File: src/rtl/multi_ch_timer.sv
// Multi-channel trigger timer: each channel holds cf low for a mode-selected
// number of cycles after a trigger, then pulses done for one cycle.
module multi_ch_timer #(
  parameter int CH     = 4,
  parameter int WIDTH  = 16,
  parameter int T_BASE = 5,
  parameter int RETRIG = 0
) (
  input  logic               clk,
  input  logic               reset,
  input  logic [CH-1:0]      tr,
  input  logic [CH-1:0]      abort,
  input  logic [2*CH-1:0]    mode,
  input  logic [WIDTH-1:0]   ld_val,
  output logic [CH-1:0]      cf,
  output logic [CH-1:0]      done,
  output logic               all_idle
);

  if (CH < 1 || CH > 32) begin : g_bad_ch
    $error("multi_ch_timer: CH must be in 1..32");
  end
  if (T_BASE < 1) begin : g_bad_tbase
    $error("multi_ch_timer: T_BASE must be at least 1");
  end
  if (WIDTH < 64 && ((64'(3 * T_BASE)) >> WIDTH) != 64'd0) begin : g_bad_width
    $error("multi_ch_timer: 3*T_BASE does not fit in WIDTH bits");
  end

  localparam logic [WIDTH-1:0] D_BASE   = WIDTH'(T_BASE);
  localparam logic [WIDTH-1:0] D_TRIPLE = WIDTH'(3 * T_BASE);
  localparam logic [WIDTH-1:0] ONE      = WIDTH'(1);

  typedef enum logic {IDLE = 1'b0, RUN = 1'b1} state_t;

  for (genvar i = 0; i < CH; i++) begin : g_ch
    state_t           st, st_n;
    logic [WIDTH-1:0] cnt, cnt_n;
    logic [WIDTH-1:0] dly, dly_n;
    logic [WIDTH-1:0] d_res;
    logic             per, per_n;
    logic             done_q, done_n;
    logic [1:0]       m;

    assign m = mode[2*i +: 2];

    // Delay resolved from the live mode/ld_val; only latched on a (re)trigger.
    always_comb begin
      d_res = D_BASE;
      case (m)
        2'd0:    d_res = D_BASE;
        2'd1:    d_res = D_TRIPLE;
        2'd2:    d_res = (ld_val == '0) ? ONE : ld_val;
        default: d_res = D_BASE;
      endcase
    end

    always_comb begin
      st_n   = st;
      cnt_n  = cnt;
      dly_n  = dly;
      per_n  = per;
      done_n = 1'b0;
      if (abort[i]) begin
        st_n  = IDLE;
        cnt_n = '0;
      end else begin
        case (st)
          IDLE: begin
            if (tr[i]) begin
              st_n  = RUN;
              dly_n = d_res;
              per_n = (m == 2'd3);
              cnt_n = d_res - ONE;
            end
          end
          RUN: begin
            // A retrigger reload takes priority over expiry, so no done pulse.
            if (tr[i] && (RETRIG != 0)) begin
              dly_n = d_res;
              per_n = (m == 2'd3);
              cnt_n = d_res - ONE;
            end else if (cnt != '0) begin
              cnt_n = cnt - ONE;
            end else begin
              done_n = 1'b1;
              if (per) begin
                cnt_n = dly - ONE;
              end else begin
                st_n = IDLE;
              end
            end
          end
          default: begin
            st_n  = IDLE;
            cnt_n = '0;
          end
        endcase
      end
    end

    always_ff @(posedge clk or posedge reset) begin
      if (reset) begin
        st     <= IDLE;
        cnt    <= '0;
        dly    <= D_BASE;
        per    <= 1'b0;
        done_q <= 1'b0;
      end else begin
        st     <= st_n;
        cnt    <= cnt_n;
        dly    <= dly_n;
        per    <= per_n;
        done_q <= done_n;
      end
    end

    assign cf[i]   = (st == IDLE);
    assign done[i] = done_q;
  end

  assign all_idle = &cf;

endmodule

File: config.mk
export PLATFORM = sky130hd
export DESIGN_NAME = multi_ch_timer
export DESIGN_NICKNAME = d
export VERILOG_FILES = /design/src/rtl/multi_ch_timer.sv
export SDC_FILE = /design/constraint.sdc
export NUM_CORES = 1
export LEC_CHECK = 0
export BUFFER_PORTS_ARGS = -buffer_cell sky130_fd_sc_hd__buf_2
export CORE_UTILIZATION = 60
export DETAILED_ROUTE_END_ITERATION = 10
export MAX_ROUTING_LAYER = met4
export PLACE_DENSITY = 0.81
export SKIP_LAST_GASP = 1
export SLEW_MARGIN = 30
export SYNTH_ARGS = -nofsm -noshare
export SYNTH_HDL_FRONTEND = slang
export SYNTH_SLANG_ARGS = --single-unit
File: constraint.sdc
create_clock -name clk -period 5.5 [get_ports clk]
set_input_delay 0.55 -clock clk [delete_from_list [all_inputs] [get_ports clk]]
set_output_delay 0.55 -clock clk [all_outputs]
set_load 0.005 [all_outputs]
* Word-level counts from Yosys, hierarchy flattened
Index checks and enable logic that the tools add are counted.
** Storage, ports and cells
- Flip-flop bits (word level) :: 140
- Input port bits :: 34
- Logic and storage cells :: 131
** Cells by class
- $add $sub $neg :: 12
- Eq/ne operators :: 20
- Mux-type cells :: 57
- Bitwise operators :: 8
- Reduce and logical (&&, ||, !) cells :: 14
** Operators with widths (number)
- two-way mux 16 bit :: 17
- one-hot mux 16 bit (2 select lines) :: 8
- subtractor 16 x 1 -> 16 bit (second input constant) :: 12
- nonzero test 16 bit :: 4
- two-way mux 1 bit :: 28
- equality test 2 bit (second input constant) :: 8
- zero test 16 bit :: 1
- != test 4 x 2 -> 1 bit (second input constant) :: 4
- != test 3 bit (second input constant) :: 4
- AND reduction 3 bit :: 4
- equality test 2 x 1 -> 1 bit (second input constant) :: 4
- NOT 1 bit :: 8
- one-hot mux 1 bit (2 select lines) :: 4
- AND reduction 2 bit :: 4
- AND reduction 4 bit :: 1

* Depth between registers and ports, before layout
Gate-level depths: netlist of run 1.
- Depth in word-level cells :: 7
- Depth in mapped cells :: 15

* Worst setup path after synthesis of run 1
OpenSTA, ideal clock, no wires.
- Kind :: reg-to-reg
- Start point :: register g_ch[1].cnt[4]
- End point :: register g_ch[1].cnt[14]
- Arrival time :: 3130 ps
- Required time :: 5378 ps
- Setup slack :: 2249 ps
- Cell stages (with the launch flop) :: 14
- Path through :: dfrtp_1 or3_4 or4_4 nor3_1 a21oi_1 ha_1 o21ai_0 a41oi_2 and3b_1 buf_6 and4_4 buf_6 a21o_1 a32o_1
** On the way
- Longest elaborated chain between the ends :: 4
** Ends and longest elaborated chain
- start, declared :: line 38 : logic [WIDTH-1:0] cnt, cnt_n;
- start signal, assigned :: line 111 : cnt <= cnt_n;
- subtractor 16 x 1 -> 16 bit / nonzero test 16 bit (equally long branches) :: line 84, 83
- two-way mux 16 bit :: line 83 : end else if (cnt != '0) begin
- one-hot mux 16 bit (2 select lines) :: line 68 : case (st)
- two-way mux 16 bit :: line 64 : if (abort[i]) begin
Parallel ways exist; a longest one is shown, timed or not.
A chain may end at the register's enable or synchronous reset.

* Worst setup path in the final report of run 1
Same ends and word-level chain as after synthesis.

==> flow_summary.yaml, run 1 <==
outcome:
  status: "finished clean"
clock_network:
  cts_sinks: 140
  postCtsHoldBufs: 0
  cts_root_buf: "clkbuf_16"
  h-tree-depth: 4
  cts_buffers: 17
  cts_resized: 0
  cts_tree: "built"
  clkTransAtPathRegs_ns: 0.06
  cts_setup_buffers: 0
  clk_path_buf_depth: 2
  clkLatencyLatePin_ns: 0.44
routing:
  route.detailed.drc: 0
  dr_total_vias: 8186
  drt_iter0_markers: 903
  drt_pre_antenna_iters: 6
  routed_via_density: 6.58
  ant_nets: 0
  wirelength_um: 23500
  routed-wl-met2_um: 10900
  highest_layer: "met4"
  dr_wl_met3_um: 2020
  wl_per_cell_um: 18.9
  wl_met1_um: 10000
cells_and_area:
  final_common_cell: "nand2_1"
  layout-drive-gt1-share_pct: 12.7
  area_growth_syn_to_layout_pct: 9.74
  final_util_pct: 68.2
  n_antenna_cell: 0
  num-fill-cells: 1146
  nets: 1101
  final_cell_mix: "196 x nand2_1, 146 x o21ai_0, 132 x dfrtp_1"
  final_area_sq_um: 9540
floorplan:
  std_cell_rows: 43
  die_h_um: 122
  dieArea_sq_um: 15000
  io_pins: 43
  fp.dieW_um: 122
  core_sq_um: 14000
  initial_utilization_pct: 62.2
global_route:
  antenna_found_initial: 0
  grt_pass1_wl_um: 38300
  grt_start_max_net_pins: 98
  overflow: 0
  grt_pass1_vias: 7457
  grtUsageTotal_pct: 33.9
timing:
  fmax_mhz: 283
  period_needed_ns: 3.54
  final.setup.tns_ns: 0
  finalClockSkew_ns: 0.00644
  tightest_slew_ns: 0.794
  setup_violations: 0
  whs_ns: 0.216
  slew_headroom_pct: 47.0
  fin_crit_sh_pct: 64.3
  report.final.slew_viol_count: 0
  rsz0062_at_grt: "no"
  finalHoldViolCount: 0
yosys:
  synth_top_area_share_pct: 38.0
  synth_cell_types: 72
  yosysWarnings: 0
  seq_area_frac_synth_pct: 40.4
  yosys.area.top_type: "dfrtp_1"
  synth-seq-cells: 140
  syn_avg_cell_area_sq_um: 8.29
  async_reset_ff_share_pct: 100
  synth_cells: 1049
  synth_nets: 1099
  synthTopCellsByArea: "dfrtp_1 38%, nand2_1 8.6%, o21ai_0 8.4%, a21oi_1 3.2%, nor2_1 2.8%"
  synth_enable_flop_cells: 0
  ys.flop_type: "dfrtp_1"
  syn-cell-area_sq_um: 8700
placed_design:
  port_buffers: 42
  place_congestion: 0.924
  placed_area_sq_um: 8890
  hpwlAfterDp_um: 15900
worst_setup_path:
  startpoint: "g_ch[1].cnt[4]$_DFFE_PP0P_"
  crit_type: "reg2reg"
  crit_path_end_kind: "flop"
  crit_arrival_ns: 3.86
  crit_required_ns: 5.83
  start_kind: "flop"
  cp_slowest_stage_delay_ns: 0.59
  worstPathMaxFanout: 6
  critPathSlowestCell: "nor3_1"
  path_cells: "or3_4 > or4_4 > nor3_1 > a21oi_1 > ha_1 > o21ai_0 > a41oi_2 > and3b_1 > and4_4 > a21o_1 > a32o_1"
  r2r-start: "g_ch[1].cnt[4]$_DFFE_PP0P_"
pwr:
  power.leakage_nw: 3.99
  powerDensity_nw_per_um2: 403
  ir_drop_uv: 263
job:
  cap_violations: 0
hold_path:
  min_path_type: "in2async"
critical path: cells and delay by family (launching register included):
family | cells | cell delay [ns]
compound gates | 5 | 0.76
flops | 1 | 0.42
fa+ha+maj | 1 | 0.24
simple gates | 5 | 2.00
power breakdown:
group,internal [W],total [W],switching [W]
combinational,0.000420,0.00123,0.000813
clock,0.000793,0.00125,0.000461
sequential,0.00120,0.00135,0.000155
total,0.00241,0.00384,0.00143
through the flow:
step	total power, W	setup WS (ns)	cells
finish	0.00384	1.96	1244
global route	0.00403	1.78	1244
CTS	0.00381	2.05	1244
detailed placement	0.00256	2.07	1212
global placement	0.00253	2.22	1212
floorplan	0.00226	1.21	1049
worst paths after layout:
check                           depth (start not counted)  slack [ns]                          end
worst min-delay path                                    2        0.22  g_ch[1].dly[10]$_DFFE_PP0P_
min in group clk                                        2        0.31     g_ch[0].done_q$_DFF_PP0_
worst max register to register                         11        1.96  g_ch[1].cnt[14]$_DFFE_PP0P_
max in group asynchronous                               3        4.25   g_ch[1].cnt[6]$_DFFE_PP0P_
worst min register to register                          2        0.48  g_ch[2].dly[15]$_DFFE_PP0P_
worst max-delay path                                   11        1.96  g_ch[1].cnt[14]$_DFFE_PP0P_
layer usage:
metal / GRT usage, % / vias to the layer above
li1: - / 3783
met1: 45.4 / 3926
met2: 51.5 / 416
met3: 6.69 / 61
met4: 11.3 / 0
met5: - / -
area by class of cell:
cell class / instances / area (sq um) / area share [%]
Clock inverter: 10 / 163 / 1.70
Clock buffer: 22 / 474 / 4.97
Sequential cell: 140 / 3510 / 36.8
Inverter: 29 / 116 / 1.22
Multi-Input combinational cell: 816 / 4800 / 50.3
Timing Repair Buffer: 47 / 248 / 2.60
Tap cell: 180 / 225 / 2.36
state kept, by name, indices dropped and copies added (netlist names):
| name | count |
|---|---|
| g_ch.done_q | 4 |
| g_ch.dly | 64 |
| g_ch.st | 4 |
| g_ch.cnt | 64 |
| g_ch.per | 4 |
cells in the mapped netlist (7+ instances only):
cell / instances
buf_2: 15
o21ai_0: 146
mux2i_1: 10
nor4_1: 26
inv_1: 26
a22o_1: 9
a21oi_1: 56
nand2_1: 200
a211oi_1: 12
nand3b_1: 18
a31oi_1: 24
nand4_1: 15
ha_1: 16
dfrtp_1: 132
nor2b_1: 9
xor2_1: 19
a31o_2: 8
nor3_1: 17
a21o_1: 7
clkbuf_1: 36
nand3_1: 21
o31ai_1: 14
xnor2_1: 19
mux2_2: 9
nor2_1: 66
dfstp_2: 8
o211ai_1: 9
cell families (layout without fill, tap and decap cells):
group	after synthesis	count (layout)	synth area share, %
simple gates	414	414	22.7
compound gates	329	329	23.9
flops	140	140	40.4
buf+inv	93	108	4.59
xor+xnor	38	38	3.83
mux	19	19	2.32
fa+ha+maj	16	16	2.30
Power figures use the tool's default switching activity.
==> run 2, diff against run 1 <==
- ABC_AREA: unset -> 1
- CORE_UTILIZATION: 60 -> 57
- clock period: 5.5 -> 3.05 ns (I/O delays scaled with it)
==> run 2 against run 1 <==
Clock power grew 76%; critical path depth grew 4; first-iteration DRC count shrank 15%; global-route usage shrank 2.7 points; combinational power grew 80%; final area grew 9.6%; largest cell class unchanged.
==> flow_summary.yaml, run 2 <==
outcome:
  status: "finished clean"
global_route:
  antenna_found_initial: 0
  grt_pass1_wl_um: 42200
  grtUsageTotal_pct: 31.2
  overflow: 0
  grt_pass1_vias: 8748
  grt_start_max_net_pins: 125
worst_setup_path:
  r2r-end: "g_ch[0].cnt[14]$_DFFE_PP0P_"
  crit_required_ns: 3.37
  crit_path_end_kind: "flop"
  start_kind: "flop"
  path_buf_inv: 1
  cp_slowest_stage_delay_ns: 0.42
  critical-path-top-delay-family: "simple AND/OR/NAND/NOR gates"
  r2r_cells: 15
  r2r-start: "g_ch[0].cnt[0]$_DFFE_PP0P_"
  crit_arrival_ns: 2.70
  crit_top_cell: "nand2_1"
  critPathSlowestCell: "dfrtp_1"
  path_cells: "nor2_1 > nand2_1 > nor2_4 > nand2_2 > o211ai_1 > nand2_1 > ha_1 > nand4_1 > nor2_2 > nand2_1 > inv_1 > nand2_1 > nand2_1 > nand3_1 > nand2_1"
  worstPathMaxFanout: 7
  crit_type: "reg2reg"
  r2r_slack_ns: 0.67
yosys:
  syn-cell-area_sq_um: 9520
  synth_nets: 1485
  synth_top_area_share_pct: 34.7
  synth_enable_flop_cells: 0
  synth_cell_types: 45
  yosysWarnings: 0
  synthTopCellsByArea: "dfrtp_1 35%, nand2_1 21%, nor2_1 7.3%, nand3_1 6.5%, inv_1 4.5%"
  yosys.area.top_type: "dfrtp_1"
  syn_avg_cell_area_sq_um: 6.63
  synth_most_common_cell: "nand2_1"
  synth-seq-cells: 140
  yosys-top-cells-count: "543 x nand2_1, 184 x nor2_1, 132 x dfrtp_1"
  synth_cells: 1435
  seq_area_frac_synth_pct: 36.9
  async_reset_ff_share_pct: 100
  ys.flop_type: "dfrtp_1"
routing:
  drt_iter0_markers: 770
  dr_total_vias: 9286
  ant_nets: 0
  wl_per_cell_um: 14.7
  routed_via_density: 5.47
  wirelength_um: 24900
  drt_pre_antenna_iters: 6
  route.detailed.drc: 0
pwr:
  power.leakage_nw: 5.67
  clockPowerShare_pct: 32.9
  fin_total_pwr_w: 0.00669
  power_frac_seq_pct: 34.0
  p_comb_share_pct: 33.1
  p_int_w: 0.00417
  p_sw_w: 0.00252
  powerDensity_nw_per_um2: 640
  switching_share_pct: 37.6
  ir_drop_uv: 422
floorplan:
  dieArea_sq_um: 17200
  initial_utilization_pct: 59.1
  core_sq_um: 16100
  std_cell_rows: 46
  die_h_um: 131
  io_pins: 43
  fp.dieW_um: 131
clock_network:
  cts_tree: "built"
  cts_sinks: 140
  cts_resized: 0
  cts_buffers: 17
  cts_setup_buffers: 0
  cts_root_buf: "clkbuf_16"
  h-tree-depth: 4
  clkLatencyLatePin_ns: 0.44
  clkTransAtPathRegs_ns: 0.06
  clk_path_buf_depth: 2
cells_and_area:
  num-fill-cells: 1438
  final_util_pct: 64.9
  final_area_sq_um: 10500
  layout-drive-gt1-share_pct: 14.7
  top_regs: "g_ch.cnt (64), g_ch.dly (64)"
  n_antenna_cell: 0
  final_cell_mix: "543 x nand2_1, 184 x nor2_1, 132 x dfrtp_1"
  nets: 1518
  final_common_cell: "nand2_1"
  area_growth_syn_to_layout_pct: 9.91
placed_design:
  place_congestion: 0.912
  hpwlAfterDp_um: 17700
  placed_area_sq_um: 9840
  dp_slack_ns: 0.462
  port_buffers: 42
timing:
  finalClockSkew_ns: 0.00957
  report.final.slew_viol_count: 0
  fin_ws_ns: 0.672
  fin_crit_sh_pct: 78.0
  slew_headroom_pct: 55.1
  rsz0062_at_grt: "no"
  finalHoldViolCount: 0
  tightest_slew_ns: 0.673
  final.setup.tns_ns: 0
  setup_violations: 0
  fmax_mhz: 420
  period_needed_ns: 2.38
hold_path:
  hold_depth: 2
  worst_hold_path.endpoint: "g_ch[1].done_q$_DFF_PP0_"
  min_path_type: "in2reg"
  min_from: "abort[1]"
job:
  cap_violations: 0
-- run 2: changes by cell type after synthesis, moves of 35 or more --
cell	before	now
nand2_1	200	543
nor2_1	66	184
nand3_1	21	123
o21ai_0	146	48
inv_1	26	115
a21oi_1	56	19
inv_2	2	37
-- run 2: kinds of logic (layout without fill, tap and decap cells) --
| group | count (synthesis) | in the layout | synth area share, % |
|---|---|---|---|
| XOR/XNOR | 6 | 6 | 0.552 |
| flip-flops | 140 | 140 | 36.9 |
| AND/OR/NAND/NOR | 955 | 955 | 43.9 |
| adder cells (fa/ha/maj) | 16 | 16 | 2.10 |
| AO/OA/AOI/OAI | 120 | 120 | 7.37 |
| buffers and inverters | 198 | 244 | 9.18 |
-- run 2: power by group through the flow --
stage               sequential, W  clock (W)  combinational [W]
global placement          0.00229          0            0.00213
floorplan                 0.00224          0            0.00179
finish                    0.00227    0.00220            0.00222
global route              0.00230    0.00229            0.00247
detailed placement        0.00230          0            0.00216
CTS                       0.00227    0.00222            0.00219
-- run 2: area by class of cell --
cell class	instances	area, sq um	area share [%]
inverter	152	574	5.49
clock inverter	8	140	1.34
sequential	140	3510	33.6
tap	216	270	2.58
timing repair buffer	60	360	3.44
clock buffer	24	472	4.51
multi-input combinational	1097	5130	49.0
-- run 2: worst max-delay path by stage --
| stage | endpoint | cells after the start | from | slack, ns |
|---|---|---|---|---|
| 2_1_floorplan | g_ch[0].cnt[14]$_DFFE_PP0P_ | 17 | mode[0] | 0.96 |
| 3_3_place_gp | g_ch[0].cnt[14]$_DFFE_PP0P_ | 17 | mode[0] | 0.55 |
| 3_5_place_dp | g_ch[0].cnt[14]$_DFFE_PP0P_ | 17 | mode[0] | 0.46 |
| 4_1_cts | g_ch[0].cnt[14]$_DFFE_PP0P_ | 15 | g_ch[0].cnt[8]$_DFFE_PP0P_ | 0.69 |
| 5_1_grt | g_ch[2].cnt[14]$_DFFE_PP0P_ | 15 | g_ch[2].cnt[1]$_DFFE_PP0P_ | 0.49 |
| 6_report | g_ch[0].cnt[14]$_DFFE_PP0P_ | 15 | g_ch[0].cnt[0]$_DFFE_PP0P_ | 0.67 |
-- run 2: worst reg2reg max path, stage by stage (launching register included) --
cell and delay (ns):
dfrtp_1 0.42, nor2_1 0.15, nand2_1 0.11, nor2_4 0.19
nand2_2 0.11, o211ai_1 0.17, nand2_1 0.15, ha_1 0.26
nand4_1 0.12, nor2_2 0.07, nand2_1 0.15, inv_1 0.09
nand2_1 0.09, nand2_1 0.07, nand3_1 0.08, nand2_1 0.05
-- run 2: repair_timing --
item	CTS	global route
hold endpoints to repair	16	0
hold buffers	1	0
setup endpoints to repair	0	0
-- run 2: metrics by stage --
stage | std cells | hold slack (ns)
floorplan | 1435 | 0.371
global placement | 1664 | 0.315
detailed placement | 1664 | 0.320
CTS | 1697 | 0.121
global route | 1697 | 0.128
finish | 1697 | 0.125
-- run 2: per-layer routing --
metal	wire, um	vias up	global-route usage [%]
met3	1610	61	5.32
li1	-	4552	-
met1	11000	4317	40.1
met5	0	-	-
met2	11700	356	49.1
met4	635	0	12.4
==> run 3, diff against run 2 <==
- clock period: 3.05 -> 2.1 ns (I/O delays scaled with it)
==> run 3 against run 2 <==
Power rose by 52%; setup slack got worse by 0.66 ns; sequential power rose by 45%; non-clock buffer count rose by 86; cell count rose by 5.1%; critical path type unchanged.
==> flow_summary.yaml, run 3 (same netlist as run 2, synthesis figures left out) <==
cells_and_area:
  final_area_sq_um: 11200
  area_growth_syn_to_layout_pct: 17.9
  top_regs: "g_ch.cnt (64), g_ch.dly (64)"
  final_cell_mix: "532 x nand2_1, 179 x nor2_1, 132 x dfrtp_1"
  n_antenna_cell: 0
  final_common_cell: "nand2_1"
  layout-drive-gt1-share_pct: 21.1
  num-fill-cells: 1362
  nets: 1604
placed_design:
  placed_area_sq_um: 10300
  hpwlAfterDp_um: 18800
  port_buffers: 42
  place_congestion: 0.968
floorplan:
  dieArea_sq_um: 17200
  fp.dieW_um: 131
  core_sq_um: 16100
  die_h_um: 131
  std_cell_rows: 46
  initial_utilization_pct: 59.1
  io_pins: 43
timing:
  period_needed_ns: 2.09
  report.final.slew_viol_count: 0
  finalClockSkew_ns: 0.00978
  final.setup.tns_ns: 0
  fmax_mhz: 479
  slew_headroom_pct: 54.0
  whs_ns: 0.0168
  fin_crit_sh_pct: 99.4
  rsz0062_at_grt: "yes"
  setup_violations: 0
  tightest_slew_ns: 0.690
  finalHoldViolCount: 0
pwr:
  ir_drop_uv: 650
  fin_total_pwr_w: 0.0102
  power.leakage_nw: 6.11
  powerDensity_nw_per_um2: 907
  clockPowerShare_pct: 29.8
  p_int_w: 0.00630
  p_sw_w: 0.00388
  p_comb_share_pct: 37.9
  switching_share_pct: 38.1
  power_frac_seq_pct: 32.3
clock_network:
  cts_buffers: 17
  cts_root_buf: "clkbuf_16"
  h-tree-depth: 4
  cts_tree: "built"
  clk_path_buf_depth: 2
  clkTransAtPathRegs_ns: 0.07
  cts_sinks: 140
  clkLatencyLatePin_ns: 0.44
worst_setup_path:
  crit_top_cell: "nand2_1"
  cp_slowest_stage_delay_ns: 0.41
  crit_arrival_ns: 2.41
  critPathSlowestCell: "dfrtp_1"
  crit_path_end_kind: "flop"
  worstSetupEndpoint: "g_ch[0].cnt[12]$_DFFE_PP0P_"
  r2r_slack_ns: 0.01
  crit_type: "reg2reg"
  start_kind: "flop"
  crit_required_ns: 2.42
  r2r-end: "g_ch[0].cnt[12]$_DFFE_PP0P_"
  r2r-start: "g_ch[0].cnt[2]$_DFFE_PP0P_"
  path_cells: "nor2_1 > nand2_1 > nor2_4 > nand3_2 > a21oi_2 > inv_1 > ha_2 > nand4_1 > nor2_2 > buf_4 > nand2_1 > nand2_1 > nand3_1 > nand2_1"
  r2r_cells: 14
  worstPathMaxFanout: 4
  startpoint: "g_ch[0].cnt[2]$_DFFE_PP0P_"
global_route:
  grtUsageTotal_pct: 32.3
  overflow: 0
  grt_pass1_wl_um: 43500
  grt_pass1_vias: 9154
  grt_start_max_net_pins: 85
  antenna_found_initial: 0
routing:
  drt_iter0_markers: 931
  dr_total_vias: 9718
  ant_nets: 0
  wl_per_cell_um: 14.8
  wirelength_um: 26400
  drt_pre_antenna_iters: 8
  route.detailed.drc: 0
  routed_via_density: 5.45
job:
  cap_violations: 0
outcome:
  status: "finished clean"
hold_path:
  min_path_type: "in2reg"
## run 3: worst min path at each step
stage | startpoint | endpoint | slack, ns | cells past startpoint
4_1_cts | abort[1] | g_ch[1].done_q$_DFF_PP0_ | 0.01 | 2
6_report | abort[1] | g_ch[1].done_q$_DFF_PP0_ | 0.02 | 2
3_3_place_gp | reset | g_ch[1].done_q$_DFF_PP0_ | 0.35 | 3
5_1_grt | abort[1] | g_ch[1].done_q$_DFF_PP0_ | 0.03 | 2
3_5_place_dp | reset | g_ch[1].done_q$_DFF_PP0_ | 0.35 | 3
2_1_floorplan | abort[0] | g_ch[0].done_q$_DFF_PP0_ | 0.28 | 1
## run 3: metrics by stage
| step | worst slack [ns] | util [%] | std cells |
|---|---|---|---|
| after detailed placement | -0.119 | 63.7 | 1717 |
| after floorplan | 0.0714 | - | 1435 |
| after global placement | -0.0168 | 63.7 | 1717 |
| after global routing | -0.102 | 69.7 | 1783 |
| after CTS | 0.0237 | 67.4 | 1750 |
| final | 0.0125 | 69.7 | 1783 |
## run 3: final cells by class
cell class / instances / area (sq um) / share of cell area, %
Multi-Input combinational cell: 1097 / 5240 / 46.6
Sequential cell: 140 / 3510 / 31.3
Timing Repair Buffer: 146 / 1060 / 9.43
Inverter: 152 / 574 / 5.12
Clock buffer: 25 / 485 / 4.32
Tap cell: 216 / 270 / 2.41
Clock inverter: 7 / 88.8 / 0.791
## run 3: layer usage
metal  routed length [um]  part of all wire [%]  vias to the layer above  track usage, %
met5                    0                     0                        -               -
met4                  836                   3.2                        0            12.8
met3                 1800                   6.8                       82            5.67
met2                12600                    48                      390            51.2
met1                11100                    42                     4514            40.9
li1                     -                     -                     4732               -
## run 3: power by group through the flow
| stage | combinational (W) | sequential [W] | clock, W |
|---|---|---|---|
| 3_3_place_gp | 0.00333 | 0.00332 | 0 |
| 5_1_grt | 0.00426 | 0.00332 | 0.00313 |
| 2_1_floorplan | 0.00260 | 0.00326 | 0 |
| 3_5_place_dp | 0.00341 | 0.00333 | 0 |
| 4_1_cts | 0.00344 | 0.00329 | 0.00303 |
| 6_report | 0.00385 | 0.00329 | 0.00303 |
## run 3: repair_timing
item / 4_1_cts / 5_1_grt
endpoints found under the setup margin: 2 / 46
pin swaps: 0 / 29
resized for setup: 3 / 35
hold buffers: 1 / 0
buffers inserted: 0 / 33
hold endpoints to repair: 132 / 0
## run 3: critical path: cells and delay by family, from the launching register on
kind	cells	cell delay, ns
and+or+nand+nor	10	0.97
adders and majority gates	1	0.20
AOI/OAI and AO/OA	1	0.19
DFF	1	0.41
buffers and inverters	2	0.22
